**src/rtl/dpram_pingpong_ctrl.sv**
```systemverilog
// dpram_pingpong_ctrl: two-bank ping-pong controller driving both ports of a 64x8 true dual-port RAM.
// Optional early bank close via in_last when PINGPONG_PARTIAL_FLUSH_EN is defined.
module dpram_pingpong_ctrl #(
  parameter int DATA_WIDTH = 8,
  parameter int ADDR_WIDTH = 6
) (
  input  logic                  clk,
  input  logic                  rst_n,
  input  logic                  in_valid,
  output logic                  in_ready,
  input  logic [DATA_WIDTH-1:0] in_data,
`ifdef PINGPONG_PARTIAL_FLUSH_EN
  input  logic                  in_last,
`endif
  output logic                  out_valid,
  input  logic                  out_ready,
  output logic [DATA_WIDTH-1:0] out_data,
  output logic                  out_last,
  output logic [1:0]            bank_full,
  output logic [DATA_WIDTH-1:0] ram_data_a,
  output logic [ADDR_WIDTH-1:0] ram_addr_a,
  output logic                  ram_we_a,
  output logic [DATA_WIDTH-1:0] ram_data_b,
  output logic [ADDR_WIDTH-1:0] ram_addr_b,
  output logic                  ram_we_b,
  input  logic [DATA_WIDTH-1:0] ram_q_b
);
  localparam int OW = ADDR_WIDTH - 1;
  logic                  wr_bank, rd_bank;
  logic [OW-1:0]         wr_ptr, rd_ptr, last_off0, last_off1;
  logic                  inflight, inflight_last;
  logic [1:0]            occ, bf_n;
  logic [DATA_WIDTH-1:0] h_data, t_data;
  logic                  h_last, t_last;
  logic                  accept, close, issue, rd_done, pop, push;
  assign in_ready = rst_n && !bank_full[wr_bank];
  assign accept   = in_valid && in_ready;
`ifdef PINGPONG_PARTIAL_FLUSH_EN
  assign close    = accept && (in_last || &wr_ptr);
`else
  assign close    = accept && &wr_ptr;
`endif
  assign out_valid = |occ;
  assign out_data  = h_data;
  assign out_last  = h_last;
  assign pop       = out_valid && out_ready;
  assign push      = inflight;
  // FIFO credit: never issue a read that would find no room when it lands
  assign issue   = bank_full[rd_bank] && ({1'b0, occ} + {2'b0, inflight} < 3'd2 + {2'b0, pop});
  assign rd_done = issue && (rd_ptr == (rd_bank ? last_off1 : last_off0));
  assign ram_we_a   = accept;
  assign ram_addr_a = {wr_bank, wr_ptr};
  assign ram_data_a = accept ? in_data : '0;
  assign ram_addr_b = {rd_bank, rd_ptr};
  assign ram_data_b = '0;
  assign ram_we_b   = 1'b0;
  always_comb begin
    bf_n = bank_full;
    if (close) bf_n[wr_bank] = 1'b1;
    if (rd_done) bf_n[rd_bank] = 1'b0;
  end
  always_ff @(posedge clk or negedge rst_n) begin
    if (!rst_n) begin
      bank_full     <= '0;
      wr_bank       <= 1'b0;
      rd_bank       <= 1'b0;
      wr_ptr        <= '0;
      rd_ptr        <= '0;
      last_off0     <= '0;
      last_off1     <= '0;
      inflight      <= 1'b0;
      inflight_last <= 1'b0;
      occ           <= '0;
      h_data        <= '0;
      t_data        <= '0;
      h_last        <= 1'b0;
      t_last        <= 1'b0;
    end else begin
      bank_full <= bf_n;
      if (accept) wr_ptr <= close ? '0 : wr_ptr + 1'b1;
      if (close) begin
        wr_bank <= ~wr_bank;
        if (wr_bank) last_off1 <= wr_ptr;
        else last_off0 <= wr_ptr;
      end
      if (issue) rd_ptr <= rd_done ? '0 : rd_ptr + 1'b1;
      if (rd_done) rd_bank <= ~rd_bank;
      inflight      <= issue;
      inflight_last <= rd_done;
      if (pop || (push && occ == 2'd0)) begin
        h_data <= (pop && occ == 2'd2) ? t_data : ram_q_b;
        h_last <= (pop && occ == 2'd2) ? t_last : inflight_last;
      end
      if (push && (occ == 2'd2 || (occ == 2'd1 && !pop))) begin
        t_data <= ram_q_b;
        t_last <= inflight_last;
      end
      occ <= occ + {1'b0, push} - {1'b0, pop};
    end
  end
endmodule

```
**config.mk**
```make
export PLATFORM = sky130hd
export DESIGN_NAME = dpram_pingpong_ctrl
export DESIGN_NICKNAME = d
export VERILOG_FILES = /design/src/rtl/dpram_pingpong_ctrl.sv
export SDC_FILE = /design/constraint.sdc
export NUM_CORES = 1
export LEC_CHECK = 0
export CORE_UTILIZATION = 43
export DETAILED_ROUTE_END_ITERATION = 16
export PLACE_DENSITY_LB_ADDON = 0.3
export SYNTH_ARGS = -nofsm -noshare
export SYNTH_HDL_FRONTEND = slang
export SYNTH_SLANG_ARGS = --single-unit
export TNS_END_PERCENT = 100
```
**constraint.sdc**
```tcl
create_clock -name clk -period 1.6 [get_ports clk]
set_input_delay 0.32 -clock clk [delete_from_list [all_inputs] [get_ports clk]]
set_output_delay 0.32 -clock clk [all_outputs]
set_load 0.01 [all_outputs]
```
==> results of run 1 <==
-- cell type report --
| type | count | share of cell area |
|---|---|---|
| multi-input cells | 140 | 0.366 |
| flip-flops and latches | 46 | 0.334 |
| repair buffers | 93 | 0.239 |
| well taps | 70 | 0.0252 |
| clock buffers | 5 | 0.0198 |
| inverters | 7 | 0.00829 |
| clock inverters | 3 | 0.00613 |
| repair inverters | 1 | 0.00216 |
-- placed cells by master, fill, tap and decap left out, drive strengths merged --
master | synthesis | final
buf | 14 | 51
dfrtp | 46 | 46
clkdlybuf4s50 | 0 | 33
nand2 | 20 | 20
mux2 | 20 | 20
mux2i | 16 | 16
o21ai | 15 | 15
and2 | 10 | 10
conb | 1 | 9
dlygate4sd2 | 0 | 8
ha | 7 | 7
nor2 | 7 | 7
xnor2 | 7 | 7
inv | 7 | 7
clkbuf | 1 | 6
xor2 | 5 | 5
nand3 | 5 | 5
and3 | 4 | 4
nor3 | 3 | 3
a21oi | 3 | 3
nand2b | 2 | 2
clkinvlp | 0 | 2
clkinv | 0 | 2
nand4 | 1 | 1
nor4 | 1 | 1
a2bb2oi | 1 | 1
nor2b | 1 | 1
a21o | 1 | 1
o22ai | 1 | 1
nand3b | 1 | 1
-- cells in the mapped netlist (2+ instances only) --
| library cell | number | area share |
|---|---|---|
| and3_1 | 4 | 0.011 |
| mux2i_1 | 16 | 0.070 |
| o21ai_2 | 2 | 0.0077 |
| nand3_1 | 4 | 0.0088 |
| and2_1 | 9 | 0.025 |
| xor2_1 | 5 | 0.019 |
| ha_1 | 7 | 0.038 |
| mux2_1 | 2 | 0.0099 |
| buf_2 | 2 | 0.0044 |
| nor3_1 | 3 | 0.0066 |
| nand2b_1 | 2 | 0.0055 |
| nor2_2 | 2 | 0.0055 |
| nor2_1 | 5 | 0.0082 |
| mux2_2 | 18 | 0.089 |
| dfrtp_1 | 46 | 0.50 |
| buf_4 | 11 | 0.036 |
| inv_1 | 6 | 0.0099 |
| a21oi_1 | 3 | 0.0066 |
| nand2_1 | 20 | 0.033 |
| xnor2_1 | 7 | 0.027 |
| o21ai_0 | 13 | 0.029 |
-- path summary, 6_finish.rpt --
| path | start | end | slack [ns] | depth (start not counted) |
|---|---|---|---|---|
| hold reg to reg | out_data[2]$_DFFE_PN0P_ | out_data[2]$_DFFE_PN0P_ | 0.49 | 2 |
| setup / recovery | wr_bank$_DFFE_PN0N_ | last_off0[3]$_DFFE_PN0P_ | -0.19 | 7 |
| min in group clk | out_data[2]$_DFFE_PN0P_ | out_data[2]$_DFFE_PN0P_ | 0.49 | 2 |
| setup reg to reg | wr_bank$_DFFE_PN0N_ | last_off0[3]$_DFFE_PN0P_ | -0.19 | 7 |
| hold / removal | rst_n | wr_ptr[4]$_DFFE_PN0N_ | 0.23 | 3 |
| max in group asynchronous | rst_n | rd_ptr[1]$_DFFE_PN0P_ | 0.92 | 3 |
-- where the power goes --
| group | switching [µW] | internal, µW |
|---|---|---|
| Clock | 404 | 307 |
| Sequential | 208 | 1480 |
| Combinational | 959 | 1200 |
| Total | 1570 | 2990 |
-- logic make-up after synthesis --
kind of cell,synth area share
AOI/OAI and AO/OA,0.0527
adders and majority gates,0.0384
xor gates and xnor gates,0.0461
buffers and inverters,0.0587
other,0.00164
and+or+nand+nor,0.128
DFF,0.505
muxes,0.169
-- state kept, by name, summed over array words and instances, names as in the netlist, 2 cells and up --
signal	count
bank_full	2
last_off0	5
last_off1	5
occ	2
out_data	8
rd_ptr	5
t_data	8
wr_ptr	5
-- per-stage QoR --
stage	utilization	setup WS [ns]	cell area, µm²
floorplan	-	-0.0697	2420
global placement	0.619	-0.375	3160
detailed placement	0.619	-0.438	3160
CTS	0.656	-0.215	3350
global route	0.680	-0.296	3470
finish	0.680	-0.185	3470
-- critical path, cell delays in order, from the launching register on --
cell and delay, ns:
dfrtp_2 0.40, mux2i_4 0.28, nand3_4 0.13, clkinvlp_4 0.11, buf_4 0.14, nand2_2 0.07
nor2_4 0.22, mux2_4 0.33
-- routing by layer --
layer,vias up,track usage
met5,-,0
met4,0,0.0629
met3,7,0.0428
met2,40,0.299
met1,845,0.219
li1,847,-
-- what timing repair did --
item	4_1_cts	5_1_grt
setup endpoints to repair	45	39
gates cloned	1	1
buffers inserted	8	1
endpoints found under the hold margin	0	0
hold buffers	0	0
pin swaps	15	10
gates resized for setup	72	27
==> metrics.md, run 1 <==
| Metric | Value |
|---|---|
| Status | complete, but fails checks |
| Failing checks | setup timing |
| Setup TNS | -3.15 ns |
| Die span in x | 74.8 µm |
| Die Height | 74.8 µm |
| Top Metal Used | met4 |
| Final #Nets | 321 |
| Maxcap violations | 0 |
| Peak VDD IR | 933 µV |
| EDFF count, synth | 0 |
| Hold crit path type | primary input to async pin |
| Clock transition at the registers of the reported paths | 0.09 ns |
| Via density | 4.76 |
| 1st-iter DRT viols | 93 |
| Met2 routed wirelength | 2410 µm |
| Ys flop type | dfrtp_1 |
| Min Clock Period, post-route | 1.79 ns |
| Clk_lat worst skew | 0.30 ns |
| # rows | 26 |
| TritonRoute pass-1 iters | 4 |
| DRC Markers | 0 |
| Syn Std Cell Area | 2280 µm² |
| H-tree levels | 2 |
| Deepest clock path buffer count | 2 |
| Post-DP HPWL | 3320 µm |
| Fraction of registers with async set/reset | 1.00 |
| Cts bufs inserted | 5 |
| Ant diodes | 0 |
| Yosys reg bits | 46 |
| Final Hold Vio Count | 0 |
| Final setup vio count | 23 |
| I/O pins | 63 |
| TritonCTS clock tree | done |
| Routed wire length per instance | 13.1 µm |
| Worst Setup End Kind | register |
| Multi-input logic area | 1270 µm² |
| Met3 wire length | 232 µm |
| Avg Cell Area, Syn | 11.4 µm² |
| Worst relative slew slack | 0.609 |
| Largest net degree at the start of global routing | 47 |
| Slew @ Worst Pin | 0.586 ns |
| Worst setup SP type | register |
| Final Cycle Share | 1.12 |
| Post-synth cell types | 34 |
| RSZ-0062 raised after global routing | true |
| Vias | 1,739 |
| LEAKAGE | 0.00169 µW |
| Seq/Total Area, Yosys | 0.505 |
| Register area | 1160 µm² |
| First-pass GRT wire length | 7360 µm |
| Total clock sinks | 46 |
| Post-route setup slack | -0.185 ns |
| Initial Util | 0.446 |
| Filler Cells Inserted | 416 |
| PD cells | 1310 nW/µm² |
| Area grow syn2layout | 52.3% |
| Setup Crit Path Kind | register to register |
| Fmax | 0.560 GHz |
| Synth Warn # | 0 |
| All-Layer GR Usage | 0.176 |
| Req. time, crit path | 1.79 ns |
| GR Overflow Total | 0 |
| Die ar. | 5600 µm² |
| WP data arrival | 1.98 ns |
| Vias in the first global route | 1,669 |
| Layout cell share with drive strength beyond 1 | 0.420 |
| Worst hold margin | 0.231 ns |
| GP Congestion | 0.789 |
| Clock root buffer master | clkbuf_8 |
| Routed Antenna Nets | 0 |
| Core ar. | 5110 µm² |
| Antenna violations before repair | 0 |
| Mapped Cells | 200 |
| M1 WL | 2100 µm |
| Port-buffer cells | 53 |
| Post-Place Cells | 346 |
| Final wirelength | 4800 µm |
| Power Total | 4560 µW |
| CP max FO | 6 |
| Clock Skew | 0.00915 ns |
| Slew Limit Fails | 0 |
| Post-Layout Cell Count | 365 |
Power figures use the tool's default switching activity.
==> inputs of run 2 (changes only) <==
CTS_CLUSTER_DIAMETER = 120   (was not set)
==> results of run 2 <==
Final layout, timing and power as in run 1 (identical DEF).
==> inputs of run 3 (changes only) <==
CORE_UTILIZATION = 45   (was 43)
CTS_BUF_LIST = sky130_fd_sc_hd__clkbuf_2   (was not set)
RECOVER_POWER = 25   (was not set)
==> run 3 against run 2 <==
  * The run still ends with setup timing left
  * Sequential power barely moved
  * Flip-flop and latch count did not move
  * Power fell by 3.8%
  * Final cell count rose by 2.5%
  * Clock skew rose by 0.0030 ns
  * Via count rose by 3.0%
  * Critical path depth fell by 1
  * Register-to-register slack got worse by 0.02 ns
  * Critical path type is now register to output port
  * Critical endpoint is now ram_data_a[1]
  * Largest cell class unchanged
==> metrics.md, run 3 (synthesis results as in run 1) <==
| Metric | Value |
|---|---|
| Final Cycle Share | 1.22 |
| Post-route setup slack | -0.359 ns |
| Final #Nets | 333 |
| Reg2reg end | last_off0[3]$_DFFE_PN0P_ |
| Die Height | 73.2 µm |
| Post-route cell area | 3510 µm² |
| Ant diodes | 0 |
| Deepest clock path buffer count | 2 |
| Filler Cells Inserted | 342 |
| H-tree levels | 2 |
| Status | complete, but fails checks |
| Setup TNS | -5.71 ns |
| Hold crit path type | primary input to async pin |
| Core ar. | 4790 µm² |
| Layout Utilization | 0.733 |
| Area after DPL | 3170 µm² |
| Maxcap violations | 0 |
| Failing checks | setup timing |
| Via density | 4.79 |
| Area grow syn2layout | 53.8% |
| Slew @ Worst Pin | 1.11 ns |
| Reg2Reg Depth | 9 |
| TritonRoute pass-1 iters | 4 |
| All-Layer GR Usage | 0.199 |
| Peak VDD IR | 767 µV |
| R2R Path Start | wr_bank$_DFFE_PN0N_ |
| Most frequent cells in the layout | dfrtp_1 (42), buf_4 (40), nand2_1 (19), clkdlybuf4s50_1 (18), dlygate4sd2_1 (16) |
| Most common cell after layout, fill and taps aside | dfrtp_1 |
| Post-Place Cells | 344 |
| GR Overflow Total | 0 |
| Antenna violations before repair | 0 |
| LEAKAGE | 0.00180 µW |
| Clock Skew | 0.0122 ns |
| GP Congestion | 0.786 |
| CP max FO | 6 |
| Routed Antenna Nets | 0 |
| # rows | 25 |
| Largest net degree at the start of global routing | 47 |
| Port-buffer cells | 53 |
| Routed wire length per instance | 13.4 µm |
| Fmax | 0.511 GHz |
| Initial Util | 0.476 |
| RSZ-0062 raised after global routing | true |
| Total clock sinks | 46 |
| Req. time, crit path | 1.28 ns |
| Die ar. | 5350 µm² |
| WP data arrival | 1.64 ns |
| I/O pins | 63 |
| Vias in the first global route | 1,719 |
| 1st-iter DRT viols | 53 |
| Die span in x | 73.2 µm |
| Final setup vio count | 29 |
| Layout cell share with drive strength beyond 1 | 0.440 |
| First-pass GRT wire length | 7990 µm |
| Cts hold-fix bufs | 0 |
| Clk_lat worst skew | 0.40 ns |
| Post-Layout Cell Count | 374 |
| Vias | 1,792 |
| Final wirelength | 5020 µm |
| Cts bufs inserted | 5 |
| Post-DP HPWL | 3310 µm |
| TritonCTS clock tree | done |
| Power Total | 4390 µW |
| R2r setup slk | -0.21 ns |
| Final Hold Vio Count | 0 |
| Clock transition at the registers of the reported paths | 0.21 ns |
| PD cells | 1250 nW/µm² |
| Clock root buffer master | clkbuf_2 |
| Slew Limit Fails | 0 |
| Worst Setup End Kind | output port |
| DRC Markers | 0 |
| Min Clock Period, post-route | 1.96 ns |
| Setup Crit Path Kind | register to output port |
| Worst setup SP type | register |
| Worst relative slew slack | 0.261 |
==> run 3: changes by cell type in the layout (fill, tap and decap cells not counted), sizes merged <==
cell / delta
buf: +12
clkbuf: +6
clkdlybuf4s15: +3
clkdlybuf4s50: -15
clkinvlp: -2
dlygate4sd2: +8
==> run 3: worst max path at each step <==
stage	startpoint	end	slack (ns)	cells after the start
after floorplan	occ[0]$_DFF_PN0_	rd_ptr[1]$_DFFE_PN0P_	-0.07	6
after global placement	in_valid	ram_data_a[6]	-0.39	5
after detailed placement	in_valid	ram_data_a[6]	-0.44	5
after CTS	wr_bank$_DFFE_PN0N_	ram_data_a[1]	-0.40	6
after global routing	wr_bank$_DFFE_PN0N_	ram_data_a[1]	-0.45	6
final	wr_bank$_DFFE_PN0N_	ram_data_a[1]	-0.36	6
==> run 3: cell type report <==
class                           instances  area, µm²  area share
Inverter                                7       28.8     0.00821
Clock inverter                          2       8.76     0.00250
Tap cell                               67       83.8      0.0239
Sequential cell                        46       1160       0.330
Multi-Input combinational cell        140       1280       0.365
Timing Repair Buffer                  106        917       0.262
Clock buffer                            6       30.0     0.00857
==> run 3: layer usage <==
layer / part of all wire / vias up / wire [µm] / GRT usage
li1: - / 873 / - / -
met1: 0.45 / 876 / 2240 / 0.258
met2: 0.50 / 38 / 2520 / 0.324
met3: 0.040 / 5 / 199 / 0.0401
met4: 0.012 / 0 / 61 / 0.0871
met5: 0 / - / 0 / 0
==> run 3: power breakdown <==
part	total [µW]	leakage [µW]	switching, µW	internal, µW
clock network	456	0.0000304	349	108
logic	2260	0.00117	1020	1240
registers	1670	0.000592	194	1480
total	4390	0.00180	1560	2830
==> run 3: critical path: stages (launching register included) <==
cell and delay [ns]:
dfrtp_2 0.44, mux2i_4 0.24, nand3_2 0.12, inv_4 0.11, buf_6 0.10, and2_4 0.13
buf_6 0.09
==> run 3: what timing repair did <==
action,4_1_cts,5_1_grt
pin swaps,15,9
gates resized for setup,106,26
buffers inserted,18,4
cloned,0,1
endpoints found under the setup margin,54,43
==> run 3: through the flow <==
step	setup slack (ns)	hold WS, ns
2_1_floorplan	-0.0697	0.0244
3_3_place_gp	-0.392	0.462
3_5_place_dp	-0.440	0.471
4_1_cts	-0.398	0.0855
5_1_grt	-0.447	0.438
6_report	-0.359	0.348
